File: src/rtl/btn_conditioner.sv
`default_nettype none
// ============================================================================
// Module   : btn_conditioner
// Brief    : N-channel push-button front end: 2-flop synchroniser, counter
//            debounce, edge strobes. Optional auto-repeat: BTN_AUTOREPEAT_EN.
// Revision : 1.0 - initial release
// ============================================================================
module btn_conditioner #(
  parameter int WIDTH           = 4,
  parameter int DEBOUNCE_CYCLES = 1000,
  parameter int EDGE_MODE       = 0,
  parameter int REPEAT_DELAY    = 50000000,
  parameter int REPEAT_PERIOD   = 10000000
) (
  input  logic             clk,
  input  logic             rst,
  input  logic [WIDTH-1:0] btn,
  output logic [WIDTH-1:0] btn_level,
  output logic [WIDTH-1:0] btn_trig,
  output logic [WIDTH-1:0] btn_repeat
);

  localparam int                c_db_w    = $clog2(DEBOUNCE_CYCLES + 1);
  localparam logic [c_db_w-1:0] c_db_last = c_db_w'(DEBOUNCE_CYCLES - 1);

  // Unsupported EDGE_MODE values fall back to press-only.
  localparam int c_mode       = (EDGE_MODE == 1 || EDGE_MODE == 2) ? EDGE_MODE : 0;
  localparam bit c_pulse_rise = (c_mode != 1);
  localparam bit c_pulse_fall = (c_mode != 0);

`ifdef BTN_AUTOREPEAT_EN
  localparam int c_rep_max = (REPEAT_DELAY > REPEAT_PERIOD) ? REPEAT_DELAY : REPEAT_PERIOD;
  localparam int c_rep_w   = $clog2(c_rep_max + 1);
  localparam logic [c_rep_w-1:0] c_delay_last  = c_rep_w'(REPEAT_DELAY - 1);
  localparam logic [c_rep_w-1:0] c_period_last = c_rep_w'(REPEAT_PERIOD - 1);

  typedef enum logic [1:0] {
    ST_IDLE   = 2'd0,
    ST_WAIT   = 2'd1,
    ST_REPEAT = 2'd2
  } rep_state_t;
`endif

  for (genvar g = 0; g < WIDTH; g++) begin : g_ch
    logic              r_sync1;
    logic              r_sync2;
    logic              r_stable;
    logic [c_db_w-1:0] r_db_cnt;
    logic              r_trig;
    logic              w_diff;
    logic              w_flip;
    logic              w_rise;
    logic              w_fall;
    logic              w_rep;

    always_ff @(posedge clk or negedge rst) begin
      if (!rst) begin
        r_sync1 <= 1'b0;
        r_sync2 <= 1'b0;
      end else begin
        r_sync1 <= btn[g];
        r_sync2 <= r_sync1;
      end
    end

    assign w_diff = r_sync2 ^ r_stable;
    assign w_flip = w_diff && (r_db_cnt == c_db_last);
    assign w_rise = w_flip && r_sync2;
    assign w_fall = w_flip && !r_sync2;

    // Any cycle where the synchronised input agrees with the stable level
    // restarts the count, so only an unbroken run can flip the level.
    always_ff @(posedge clk or negedge rst) begin
      if (!rst) begin
        r_stable <= 1'b0;
        r_db_cnt <= '0;
      end else if (!w_diff) begin
        r_db_cnt <= '0;
      end else if (w_flip) begin
        r_stable <= r_sync2;
        r_db_cnt <= '0;
      end else begin
        r_db_cnt <= r_db_cnt + 1'b1;
      end
    end

`ifdef BTN_AUTOREPEAT_EN
    rep_state_t         r_state;
    rep_state_t         w_state_nxt;
    logic [c_rep_w-1:0] r_rep_cnt;
    logic [c_rep_w-1:0] w_rep_cnt_nxt;
    logic               r_repeat;

    always_ff @(posedge clk or negedge rst) begin
      if (!rst) begin
        r_state   <= ST_IDLE;
        r_rep_cnt <= '0;
      end else begin
        r_state   <= w_state_nxt;
        r_rep_cnt <= w_rep_cnt_nxt;
      end
    end

    // A release always wins and suppresses any repeat strobe on that edge.
    always_comb begin
      w_state_nxt   = r_state;
      w_rep_cnt_nxt = r_rep_cnt;
      w_rep         = 1'b0;
      if (w_fall) begin
        w_state_nxt   = ST_IDLE;
        w_rep_cnt_nxt = '0;
      end else begin
        case (r_state)
          ST_IDLE: begin
            if (w_rise && c_pulse_rise) begin
              w_state_nxt   = ST_WAIT;
              w_rep_cnt_nxt = '0;
            end
          end
          ST_WAIT: begin
            if (r_rep_cnt == c_delay_last) begin
              w_rep         = 1'b1;
              w_rep_cnt_nxt = '0;
              w_state_nxt   = ST_REPEAT;
            end else begin
              w_rep_cnt_nxt = r_rep_cnt + 1'b1;
            end
          end
          ST_REPEAT: begin
            if (r_rep_cnt == c_period_last) begin
              w_rep         = 1'b1;
              w_rep_cnt_nxt = '0;
            end else begin
              w_rep_cnt_nxt = r_rep_cnt + 1'b1;
            end
          end
          default: begin
            w_state_nxt   = ST_IDLE;
            w_rep_cnt_nxt = '0;
          end
        endcase
      end
    end

    always_ff @(posedge clk or negedge rst) begin
      if (!rst) begin
        r_repeat <= 1'b0;
      end else begin
        r_repeat <= w_rep;
      end
    end

    assign btn_repeat[g] = r_repeat;
`else
    assign w_rep         = 1'b0;
    assign btn_repeat[g] = 1'b0;
`endif

    always_ff @(posedge clk or negedge rst) begin
      if (!rst) begin
        r_trig <= 1'b0;
      end else begin
        r_trig <= (w_rise && c_pulse_rise) || (w_fall && c_pulse_fall) || w_rep;
      end
    end

    assign btn_level[g] = r_stable;
    assign btn_trig[g]  = r_trig;
  end

endmodule
`default_nettype wire
File: config.mk
export PLATFORM = sky130hd
export DESIGN_NAME = btn_conditioner
export DESIGN_NICKNAME = d
export VERILOG_FILES = /design/src/rtl/btn_conditioner.sv
export SDC_FILE = /design/constraint.sdc
export NUM_CORES = 1
export LEC_CHECK = 0
export ABC_AREA = 1
export CORE_MARGIN = 1.5
export CORE_UTILIZATION = 49
export CTS_CLUSTER_SIZE = 40
export DETAILED_ROUTE_END_ITERATION = 8
export PLACE_DENSITY_LB_ADDON = 0.3
export SYNTH_ARGS = -nofsm -noshare
export SYNTH_HDL_FRONTEND = slang
export SYNTH_SLANG_ARGS = --single-unit
File: constraint.sdc
create_clock -name clk -period 2.2 [get_ports clk]
set_clock_uncertainty 0.15 [all_clocks]
set_input_delay 0.44 -clock clk [delete_from_list [all_inputs] [get_ports clk]]
set_output_delay 0.44 -clock clk [all_outputs]
set_load 0.01 [all_outputs]
==> flow_metrics.env, run 1 <==
export IMPL_cts_tree="done"
export IMPL_dieHeight_um=79.9
export IMPL_finalSetupTns_ns=0
export IMPL_core_um2=5610
export IMPL_grt_pass1_wl_um=8830
export IMPL_hp_class="flop to flop"
export IMPL_die_x_um=79.9
export IMPL_die_area_um2=6380
export IMPL_fillCellCount=532
export IMPL_timing_final_crit_share=0.838
export IMPL_multiInputGateArea_um2=1190
export IMPL_syn_cell_area_um2=2890
export IMPL_htreeDepth=2
export IMPL_critPathMaxStageDelay_ns=0.55
export IMPL_drt_iter0_markers=99
export IMPL_synth_edff_count=0
export IMPL_async_flop_share=1.00
export IMPL_criticalPathCategory="flop to output port"
export IMPL_synth_cell_types=23
export IMPL_synth_common_cells="nand2_1, nor2_1, dfrtp_1, inv_1, nand3_1"
export IMPL_instances_no_fill=450
export IMPL_cts_hold_buffers=1
export IMPL_clock_fmax_mhz=542
export IMPL_seq_area_um2=1400
export IMPL_synthCells=364
export IMPL_crit_buf_inv=1
export IMPL_dp_cells=441
export IMPL_rr_worst_depth=5
export IMPL_start_util=0.516
export IMPL_finalSetupViolations=0
export IMPL_antenna_found_initial=0
export IMPL_slew_viol_final=0
export IMPL_dpl_hpwl_um=3510
export IMPL_cp_data_arrival_time_ns=1.25
export IMPL_yosysMostFrequentCell="nand2_1"
export IMPL_p_leak_nw=1.52
export IMPL_cts_buffers=5
export IMPL_cts_clk_slew_worst_paths_ns=0.10
export IMPL_vias=2204
export IMPL_grt_max_degree=57
export IMPL_cap_viol_max_count=0
export IMPL_gp_congestion=0.879
export IMPL_cts_sink_count=56
export IMPL_wl_per_cell_um=11.0
export IMPL_avgSynthCellArea_um2=7.95
export IMPL_hold_path_depth=0
export IMPL_cts_repair_resized=0
export IMPL_synthTopCellsByArea="dfrtp_1, nand2_1, nor2_1, inv_1, nand3_1"
export IMPL_cp_cell_sequence="clkdlybuf4s50_1"
export IMPL_pwr_density_cell_nw_per_um2=599
export IMPL_ys_ff_latch=56
export IMPL_cts_root_buffer="clkbuf_8"
export IMPL_overflow=0
export IMPL_postPlaceCellArea_um2=3050
export IMPL_drc=0
export IMPL_nNetsFinal=387
export IMPL_final_area_um2=3190
export IMPL_area_delta_synth_final_pct=10.1
export IMPL_crit_required_ns=1.61
export IMPL_hold_viol_final=0
export IMPL_startpoint_type="flop"
export IMPL_layout_min_cycle_time_ns=1.84
export IMPL_p_total_w=0.00191
export IMPL_drive_gt1_frac=0.132
export IMPL_synth_ff_type="dfrtp_1"
export IMPL_pin_count=18
export IMPL_ant_nets=0
export IMPL_ys_warn_count=0
export IMPL_rsz0062_at_grt="false"
export IMPL_ir_worst_vdd_mv=0.298
export IMPL_synth_yosys_seq_area_share=0.484
export IMPL_drtPass1Iterations=4
export IMPL_endpoint_kind="output port"
export IMPL_rows=27
export IMPL_yosys_area_top_type="dfrtp_1"
export IMPL_grt_util_all_layers=0.177
export IMPL_portBuffers=13
export IMPL_clk_latency_ns=0.31
export IMPL_cts_setup_buffers=0
export IMPL_crit_cells=1
export IMPL_status="finished, final reports clean"
export IMPL_n_antenna_cell=0
export IMPL_cpLargestDelayFamily="buffers and inverters"
export IMPL_yosysTopAreaCellShare=0.484
export IMPL_clockBufferDepth=2
export IMPL_drt_wl_total_um=4940
export IMPL_grt_pass1_vias=2078
export IMPL_crit_fanout=4
export IMPL_cp_slowest_cell="clkdlybuf4s50_1"
export IMPL_vias_per_cell=4.90
-- cell type report --
cell class                      instances  area share
Clock buffer                            7      0.0302
Clock inverter                          1     0.00942
Inverter                               59      0.0695
Multi-Input combinational cell        240       0.374
Sequential cell                        56       0.440
Tap cell                               72      0.0283
Timing Repair Buffer                   15      0.0487
-- routing by layer --
metal	up-vias	global-route usage	part of all wire
met2	32	0.291	0.46
met3	5	0.0411	0.029
li1	1137	-	-
met1	1030	0.229	0.50
met5	-	0	0
met4	0	0.0638	0.011
-- cell usage in the layout (no fill, tap or decap), drive strengths merged --
cell,synthesis,layout
nand3b,5,5
xnor2,1,1
nand3,31,31
ha,4,4
a31oi,1,1
inv,59,59
dfrtp,56,56
clkdlybuf4s50,0,12
dlygate4sd3,0,1
conb,1,4
a21o,3,3
nor2,75,75
o21ai,7,7
xor2,12,12
nand2,78,78
a21oi,4,4
nor3,7,7
bufinv,0,1
nand4,8,8
clkbuf,0,7
buf,12,2
-- worst paths after layout --
kind                                startpoint                   to  slack, ns
max                           g_ch[1].r_stable         btn_level[1]       0.36
max reg2reg                g_ch[3].r_db_cnt[0]       g_ch[3].r_trig       0.77
min in group asynchronous                  rst  g_ch[0].r_db_cnt[8]       0.50
min reg2reg                    g_ch[1].r_sync1      g_ch[1].r_sync2       0.20
min                            g_ch[1].r_sync1      g_ch[1].r_sync2       0.20
max in group asynchronous                  rst  g_ch[0].r_db_cnt[6]       1.15
-- power by group --
group	switching [W]	internal, W	leakage, nW
Sequential	0.0000222	0.00105	0.754
Combinational	0.0000647	0.0000338	0.703
Clock	0.000332	0.000402	0.0645
-- registers in the layout (all words and copies together), names as in the netlist --
signal and flops:
g_ch.r_db_cnt 40, g_ch.r_stable 4, g_ch.r_sync1 4, g_ch.r_sync2 4
g_ch.r_trig 4
-- cells by family after synthesis --
| kind of cell | count (synthesis) | synth area share |
|---|---|---|
| AO/OA/AOI/OAI | 15 | 0.0290 |
| other | 1 | 0.00130 |
| AND/OR/NAND/NOR | 204 | 0.321 |
| buffers and inverters | 71 | 0.108 |
| XOR/XNOR | 13 | 0.0393 |
| flip-flops | 56 | 0.484 |
| adder cells (fa/ha/maj) | 4 | 0.0173 |
-- stage by stage --
step                      setup slack [ns]   util  hold slack [ns]
after global placement               0.703  0.544            0.184
after global routing                 0.292  0.568            0.210
final                                0.357  0.568            0.199
after detailed placement             0.699  0.544            0.185
after CTS                            0.339  0.568            0.202
after floorplan                      0.886      -         -0.00559
No activity file was read; power rests on OpenSTA's default activity.
==> run 2, diff against run 1 <==
clock period = 1.8 ns   (was 2.2 ns; I/O delays follow)
==> run 2 against run 1 <==
Effect of this change:
- critical path depth unchanged
- first-iteration DRC count increased by 43%
- worst hold slack improved by 0.0089 ns
- sequential power up 21%
- flip-flop and latch count unchanged
- clock power decreased by 5.4%
- via count decreased by 1.0%
- count of clock-buffer cells in the layout fell by 2
- global-route usage down 0.86 points
- utilization decreased by 0.22 points
- highest routed layer unchanged
==> flow_metrics.env, run 2 (same netlist as run 1, synthesis figures left out) <==
export IMPL_status="finished, final reports clean"
export IMPL_setup_slack_ns=0.0505
export IMPL_cpLargestDelayFamily="buffers and inverters"
export IMPL_p_total_w=0.00213
export IMPL_seq_area_um2=1400
export IMPL_vias_per_cell=4.81
export IMPL_portBuffers=13
export IMPL_clock_fmax_mhz=572
export IMPL_area_delta_synth_final_pct=9.68
export IMPL_wl_per_cell_um=10.6
export IMPL_cap_viol_max_count=0
export IMPL_die_x_um=79.9
export IMPL_timing_final_crit_share=0.972
export IMPL_crit_required_ns=1.29
export IMPL_rr_worst_depth=5
export IMPL_grt_pass1_vias=2032
export IMPL_drt_iter0_markers=142
export IMPL_cp_slowest_cell="clkdlybuf4s50_1"
export IMPL_pin_count=18
export IMPL_r2r_end="g_ch[3].r_trig"
export IMPL_critPathMaxStageDelay_ns=0.55
export IMPL_final_cell_mix="nand2_1, nor2_1, dfrtp_1"
export IMPL_hold_path_end="g_ch[1].r_sync2"
export IMPL_rows=27
export IMPL_nNetsFinal=391
export IMPL_hold_path_depth=0
export IMPL_clkPwrFrac=0.326
export IMPL_reg2reg_setup_slack_ns=0.34
export IMPL_combinationalPowerShare=0.056
export IMPL_vias=2182
export IMPL_finalSetupTns_ns=0
export IMPL_drt_wl_total_um=4810
export IMPL_hp_class="flop to flop"
export IMPL_pwr_density_cell_nw_per_um2=670
export IMPL_start_util=0.516
export IMPL_cts_clk_slew_worst_paths_ns=0.10
export IMPL_cp_data_arrival_time_ns=1.24
export IMPL_fillCellCount=536
export IMPL_final_common_cell="nand2_1"
export IMPL_ir_worst_vdd_mv=0.637
export IMPL_cts_tree="done"
export IMPL_criticalPathCategory="flop to output port"
export IMPL_slew_viol_final=0
export IMPL_layout_min_cycle_time_ns=1.75
export IMPL_seqPwrFrac=0.618
export IMPL_grt_util_all_layers=0.169
export IMPL_endpoint_kind="output port"
export IMPL_dieHeight_um=79.9
export IMPL_utilization=0.566
export IMPL_rsz0062_at_grt="false"
export IMPL_ant_nets=0
export IMPL_holdWs_ns=0.208
export IMPL_drive_gt1_frac=0.141
export IMPL_htreeDepth=2
export IMPL_gp_congestion=0.913
export IMPL_hold_path_startpoint="g_ch[1].r_sync1"
export IMPL_drc=0
export IMPL_startpoint_type="flop"
export IMPL_p_leak_nw=1.56
export IMPL_clk_latency_ns=0.31
export IMPL_cts_buffers=5
export IMPL_p_sw_frac=0.244
export IMPL_finalSetupViolations=0
export IMPL_overflow=0
export IMPL_dp_slack_ns=0.374
export IMPL_p_int_w=0.00161
export IMPL_cp_cell_sequence="clkdlybuf4s50_1"
export IMPL_largest_reg_flops=40
export IMPL_grt_max_degree=22
export IMPL_dpl_hpwl_um=3610
export IMPL_hold_viol_final=0
export IMPL_power_switching_w=0.000519
export IMPL_core_um2=5610
export IMPL_antenna_found_initial=0
export IMPL_crit_buf_inv=1
export IMPL_clockBufferDepth=2
export IMPL_die_area_um2=6380
export IMPL_grt_pass1_wl_um=8490
export IMPL_regMostFlops="g_ch.r_db_cnt"
export IMPL_r2r_start="g_ch[3].r_db_cnt[0]"
export IMPL_cts_root_buffer="clkbuf_8"
export IMPL_cts_sink_count=56
export IMPL_crit_fanout=4
export IMPL_n_antenna_cell=0
export IMPL_drtPass1Iterations=5
export IMPL_multiInputGateArea_um2=1190
==> run 2: changes by cell type in the layout (fill, tap and decap cells not counted), moves of 2 or more <==
cell and change:
clkdlybuf4s50_1 -2, buf_4 +5, clkbuf_8 -2, dlymetal6s2s_1 +2
==> run 2: repair_timing <==
action                     4_1_cts  5_1_grt
gates resized for setup          0        2
buffers inserted                 0        2
hold buffers                     1        0
hold endpoints to repair        18        0
setup endpoints to repair        0        3
==> run 2: layout make-up <==
cell class / instances / share of cell area
flip-flops and latches: 56 / 0.441
multi-input cells: 240 / 0.376
inverters: 59 / 0.0698
repair buffers: 19 / 0.0560
well taps: 72 / 0.0284
clock buffers: 5 / 0.0217
clock inverters: 3 / 0.00710
==> run 2: power groups by stage <==
stage | combinational (W) | clock (W) | sequential [W]
4_1_cts | 0.000123 | 0.000727 | 0.00131
6_report | 0.000119 | 0.000694 | 0.00131
5_1_grt | 0.000143 | 0.000784 | 0.00132
2_1_floorplan | 0.0000733 | 0 | 0.00133
3_5_place_dp | 0.000121 | 0 | 0.00134
3_3_place_gp | 0.000119 | 0 | 0.00134
==> run 2: layer usage <==
| layer | vias to the layer above | global-route usage | part of all wire |
|---|---|---|---|
| met5 | - | 0 | 0 |
| met4 | 0 | 0.0466 | 0.0096 |
| met3 | 6 | 0.0377 | 0.036 |
| met2 | 29 | 0.275 | 0.45 |
| met1 | 1002 | 0.226 | 0.51 |
| li1 | 1145 | - | - |
==> run 2: per-stage QoR <==
| step | instance area [um^2] | std cells |
|---|---|---|
| 2_1_floorplan | 2910 | 367 |
| 6_report | 3170 | 454 |
| 4_1_cts | 3150 | 452 |
| 3_5_place_dp | 3050 | 443 |
| 5_1_grt | 3170 | 454 |
| 3_3_place_gp | 3050 | 443 |
==> run 2: worst max path at each step <==
stage | startpoint | to | cells after the start
4_1_cts | g_ch[1].r_stable | btn_level[1] | 1
5_1_grt | g_ch[3].r_stable | btn_level[3] | 1
6_report | g_ch[3].r_stable | btn_level[3] | 1
3_3_place_gp | g_ch[3].r_stable | btn_level[3] | 1
2_1_floorplan | g_ch[2].r_db_cnt[0] | g_ch[2].r_db_cnt[6] | 6
3_5_place_dp | g_ch[2].r_stable | btn_level[2] | 1
==> run 3, diff against run 2 <==
clock period = 1.6 ns   (was 1.8 ns; I/O delays follow)
==> run 3 against run 2 <==
Effect of this change:
- sequential share of layout area grew 0.21 points
- flip-flop and latch count did not move
- clock power is 15% higher
- first-iteration DRC count decreased by 33%
- worst hold slack worse by 0.0023 ns
- register-to-register slack got worse by 0.18 ns
- die area stayed put
- global-route usage is 0.15 points higher
- critical endpoint unchanged
==> flow_metrics.env, run 3 (same netlist as run 1, synthesis figures left out) <==
export IMPL_power_switching_w=0.000564
export IMPL_status="finished, final reports clean"
export IMPL_dieHeight_um=79.9
export IMPL_core_um2=5610
export IMPL_die_area_um2=6380
export IMPL_clk_latency_ns=0.30
export IMPL_ant_nets=0
export IMPL_utilization=0.563
export IMPL_ir_worst_vdd_mv=0.639
export IMPL_cts_buffers=5
export IMPL_grt_pass1_wl_um=8420
export IMPL_crit_buf_inv=1
export IMPL_slew_viol_final=0
export IMPL_cts_sink_count=56
export IMPL_regMostFlops="g_ch.r_db_cnt"
export IMPL_timing_final_crit_share=0.928
export IMPL_final_cell_mix="nand2_1, nor2_1, dfrtp_1"
export IMPL_drive_gt1_frac=0.134
export IMPL_area_delta_synth_final_pct=9.17
export IMPL_reg2reg_setup_slack_ns=0.16
export IMPL_grt_util_met3=0.0377
export IMPL_busiest_layer="met2"
export IMPL_holdWs_ns=0.205
export IMPL_layout_min_cycle_time_ns=1.48
export IMPL_rows=27
export IMPL_largest_reg_flops=40
export IMPL_overflow=0
export IMPL_wl_per_cell_um=10.8
export IMPL_p_sw_frac=0.234
export IMPL_drt_iter0_markers=95
export IMPL_finalSetupViolations=0
export IMPL_portBuffers=13
export IMPL_cts_root_buffer="clkbuf_8"
export IMPL_use_met1=0.227
export IMPL_antenna_found_initial=0
export IMPL_rsz0062_at_grt="false"
export IMPL_drtPass1Iterations=4
export IMPL_cap_viol_max_count=0
export IMPL_seqPwrFrac=0.614
export IMPL_clockBufferDepth=2
export IMPL_pwr_density_cell_nw_per_um2=763
export IMPL_gp_congestion=0.902
export IMPL_grt_util_all_layers=0.170
export IMPL_fillCellCount=537
export IMPL_cp_data_arrival_time_ns=1.01
export IMPL_grt_pass1_vias=1927
export IMPL_startpoint_type="flop"
export IMPL_endpoint_kind="output port"
export IMPL_finalSetupTns_ns=0
export IMPL_critPathMaxStageDelay_ns=0.42
export IMPL_drt_wl_total_um=4880
export IMPL_nNetsFinal=389
export IMPL_pin_count=18
export IMPL_hp_class="flop to flop"
export IMPL_p_leak_nw=1.55
export IMPL_n_antenna_cell=0
export IMPL_crit_fanout=4
export IMPL_cts_tree="done"
export IMPL_final_common_cell="nand2_1"
export IMPL_crit_required_ns=1.13
export IMPL_htreeDepth=2
export IMPL_dpl_hpwl_um=3500
export IMPL_clkPwrFrac=0.330
export IMPL_cts_clk_slew_worst_paths_ns=0.10
export IMPL_met2_usage=0.277
export IMPL_drc=0
export IMPL_grt_max_degree=57
export IMPL_criticalPathCategory="flop to output port"
export IMPL_vias=2184
export IMPL_cp_slowest_cell="dfrtp_1"
export IMPL_die_x_um=79.9
export IMPL_p_int_w=0.00185
export IMPL_clock_fmax_mhz=674
export IMPL_cpLargestDelayFamily="flip-flops"
export IMPL_cp_cell_sequence="dlygate4sd2_1"
export IMPL_p_total_w=0.00241
export IMPL_hold_viol_final=0
export IMPL_vias_per_cell=4.83
export IMPL_combinationalPowerShare=0.056
export IMPL_start_util=0.516
-- run 3: changes by cell type in the layout (fill, tap and decap cells not counted) --
cell,change
clkdlybuf4s50_1,-6
buf_12,+1
clkbuf_1,+1
clkinv_2,-1
inv_6,-1
buf_4,-3
clkinvlp_4,+1
clkbuf_8,+1
clkinv_4,-1
dlygate4sd2_1,+8
dlymetal6s2s_1,-2
-- run 3: timing repair --
action,4_1_cts,5_1_grt
hold endpoints to repair,56,0
setup buffers,2,0
gates resized for setup,8,0
hold buffers,1,0
endpoints found under the setup margin,8,0
-- run 3: final cells by class --
class,instances,area (um^2),share of cell area
clock inverter,1,7.51,0.00238
clock buffer,7,86.3,0.0273
multi-input combinational,240,1190,0.377
timing repair buffer,17,160,0.0507
sequential,56,1400,0.444
tap,72,90.1,0.0285
inverter,59,221,0.0701
-- run 3: path summary, 6_finish.rpt --
path | from | end | cells past startpoint
worst min register to register | g_ch[1].r_sync1 | g_ch[1].r_sync2 | 0
max in group asynchronous | rst | g_ch[2].r_db_cnt[6] | 3
worst min-delay path | g_ch[1].r_sync1 | g_ch[1].r_sync2 | 0
worst max register to register | g_ch[1].r_db_cnt[0] | g_ch[1].r_db_cnt[6] | 6
worst max-delay path | g_ch[3].r_stable | btn_level[3] | 1
min in group asynchronous | rst | g_ch[0].r_db_cnt[7] | 3
-- run 3: through the flow --
step                      cells  area [um^2]  setup slack [ns]
after CTS                   452         3160             0.102
after floorplan             367         2910             0.286
after global placement      441         3050             0.221
after detailed placement    441         3050             0.180
final                       452         3160             0.116
after global routing        452         3160            0.0239
-- run 3: power by group through the flow --
| stage | clock network [W] | logic (W) | registers (W) |
|---|---|---|---|
| finish | 0.000796 | 0.000136 | 0.00148 |
| global placement | 0 | 0.000134 | 0.00150 |
| CTS | 0.000833 | 0.000140 | 0.00148 |
| global route | 0.000886 | 0.000158 | 0.00149 |
| floorplan | 0 | 0.0000825 | 0.00150 |
| detailed placement | 0 | 0.000137 | 0.00151 |
-- run 3: metal layers --
layer	vias up	share of wire
met2	37	0.47
met5	-	0
met4	0	0.010
li1	1131	-
met1	1011	0.48
met3	5	0.038
==> RTL edit: new RTL, settings of run 2 <==
Change the parameter `DEBOUNCE_CYCLES` from 1000 to 2000.
--- a/src/rtl/btn_conditioner.sv
+++ b/src/rtl/btn_conditioner.sv
@@ -8,5 +8,5 @@
 module btn_conditioner #(
   parameter int WIDTH           = 4,
-  parameter int DEBOUNCE_CYCLES = 1000,
+  parameter int DEBOUNCE_CYCLES = 2000,
   parameter int EDGE_MODE       = 0,
   parameter int REPEAT_DELAY    = 50000000,
Formal check against the unedited RTL: same outputs for any inputs over 10 cycles, from zero or initial values and one cycle with rst low; that may be too few to reach the edited logic, so the function may still have changed.
==> RTL edit against run 2 <==
Synthesized cell count increased by 8.8%; wire length increased by 14%; final area increased by 11%; total power increased by 27%; worst setup slack improved by 0.054 ns; synthesized area increased by 8.7%; sequential cell count increased by 4; first-iteration DRC count decreased by 6.3%; critical path type unchanged; largest power group unchanged.
==> RTL edit: results <==
group,metric,value,unit
grt,grt_pass1_vias,2268,
synthesis,synth-xor-area-share,2.23,%
clocking,cts.reportedPaths.clkPinSlew,0.06,ns
synthesis,synthDistinctLibCells,26,
synthesis,synthTopCellsByArea,"sky130_fd_sc_hd__dfrtp_1 (48%), sky130_fd_sc_hd__nand2_1 (12%), sky130_fd_sc_hd__inv_1 (8.0%), sky130_fd_sc_hd__nor2_1 (6.7%), sky130_fd_sc_hd__nand3_1 (4.8%)",
worst_setup_path,worst_setup_path_endpoint,"btn_trig[0]",
worst_setup_path,worstPathMaxFanout,1,
final_layout,number_of_flip_flops_under_the_largest_register_name,44,
detailed_routing,detailed_route_wl,5.50,mm
pwr,power.leakage,1.83,nW
worst_setup_path,r2r_start,"g_ch[1].r_db_cnt[0]",
pwr,vdd.ir_drop.worst,0.000509,V
placed_design,routabilityCongestion,0.835,
final_layout,drive_above_1_share,10.3,%
grt,grt_max_degree,61,
clocking,tritoncts_buffers,9,
synthesis,synth.avg_cell_area,7.95,µm²
detailed_routing,num_vias,2399,
placed_design,placedCellCount,478,
clocking,h_tree_depth_reported_by_cts,3,
grt,grt_first_pass_wirelength,9.88,mm
grt,grt_met3_usage,4.67,%
clocking,clock_latency_on_the_worst_skew_pair,0.34,ns
outcome,status,"finished, final reports clean",
synthesis,post_synth_fa_ha_maj_area_fraction,1.59,%
worst_setup_path,critPathArrivalTime,1.19,ns
synthesis,yosys-top-cells-count,"sky130_fd_sc_hd__nand2_1 (98), sky130_fd_sc_hd__inv_1 (67), sky130_fd_sc_hd__dfrtp_1 (60), sky130_fd_sc_hd__nor2_1 (56), sky130_fd_sc_hd__nand3_1 (30)",
worst_hold_path,hold_path_end,"g_ch[2].r_sync2",
worst_setup_path,critical_path.reg2reg.endpoint,"g_ch[1].r_db_cnt[8]",
synthesis,synth-compound-area-share,1.75,%
pwr,switchingPower,0.605,mW
final_layout,layoutNonFillerInstCount,495,
final_layout,final_net_count,424,
grt,total_global_route_track_usage,18.0,%
grt,global_route.usage.met1,23.3,%
detailed_routing,drtIter0Drc,133,
synthesis,yosysSeqAreaShare,47.7,%
worst_hold_path,min_from,"g_ch[2].r_sync1",
placed_design,dpl.hpwl,3.89,mm
[RTL edit: cell types whose count changed in the layout (fill, tap and decap cells not counted), sizes merged, moves of 4 or more]
cell | before | now
dfrtp | 56 | 60
o21ai | 7 | 2
nor3b | 0 | 4
nand3 | 31 | 40
inv | 60 | 67
nand2 | 78 | 105
o21bai | 0 | 4
nand4 | 8 | 12
nor2 | 75 | 65
clkbuf | 5 | 13
xor2 | 12 | 6
[RTL edit: what timing repair did]
action | CTS | global route
resized for setup | 2 | 2
hold buffers | 1 | 0
setup buffers | 0 | 1
hold endpoints to repair | 60 | 0
setup endpoints to repair | 2 | 2
[RTL edit: cells by family after synthesis]
kind of cell / after synthesis
other: 1
AND/OR/NAND/NOR: 235
AO/OA/AOI/OAI: 8
adder cells (fa/ha/maj): 4
XOR/XNOR: 8
buffers and inverters: 80
flip-flops: 60
[RTL edit: layout make-up]
cell class,instances,area (µm²)
fillers,567,2760
flip-flops and latches,60,1500
multi-input cells,259,1310
inverters,68,255
repair buffers,16,165
clock buffers,13,149
well taps,77,96.3
clock inverters,2,35.0
[RTL edit: routing by layer]
layer / routed length [µm] / vias to the layer above / share of wire, %
met5: 0 / - / 0
met4: 135 / 0 / 2.5
met3: 195 / 13 / 3.5
met2: 2530 / 48 / 46
met1: 2640 / 1090 / 48
li1: - / 1248 / -
[RTL edit: power groups by stage]
stage | Clock (mW) | Sequential [mW] | Combinational [mW]
2_1_floorplan | 0 | 1.43 | 0.0713
3_3_place_gp | 0 | 1.43 | 0.118
3_5_place_dp | 0 | 1.43 | 0.120
4_1_cts | 1.19 | 1.41 | 0.122
5_1_grt | 1.26 | 1.41 | 0.140
6_report | 1.17 | 1.41 | 0.117
[RTL edit: worst register-to-register path: cells and delay by family (launching register included)]
kind / cells / cell delay [ns]
AND/OR/NAND/NOR: 5 / 0.58
flip-flops: 1 / 0.42
adder cells (fa/ha/maj): 1 / 0.24
[RTL edit: metrics by stage]
| stage | instance area [µm²] | util [%] | hold slack [ns] | setup slack, ns | total power [mW] |
|---|---|---|---|---|---|
| detailed placement | 3310 | 52.7 | 0.185 | 0.307 | 1.55 |
| global route | 3510 | 56.0 | 0.212 | 0.0596 | 2.81 |
| global placement | 3310 | 52.7 | 0.183 | 0.347 | 1.55 |
| floorplan | 3160 | - | -0.0856 | 0.481 | 1.50 |
| CTS | 3500 | 55.8 | 0.198 | 0.00696 | 2.72 |
| finish | 3510 | 56.0 | 0.197 | 0.104 | 2.69 |
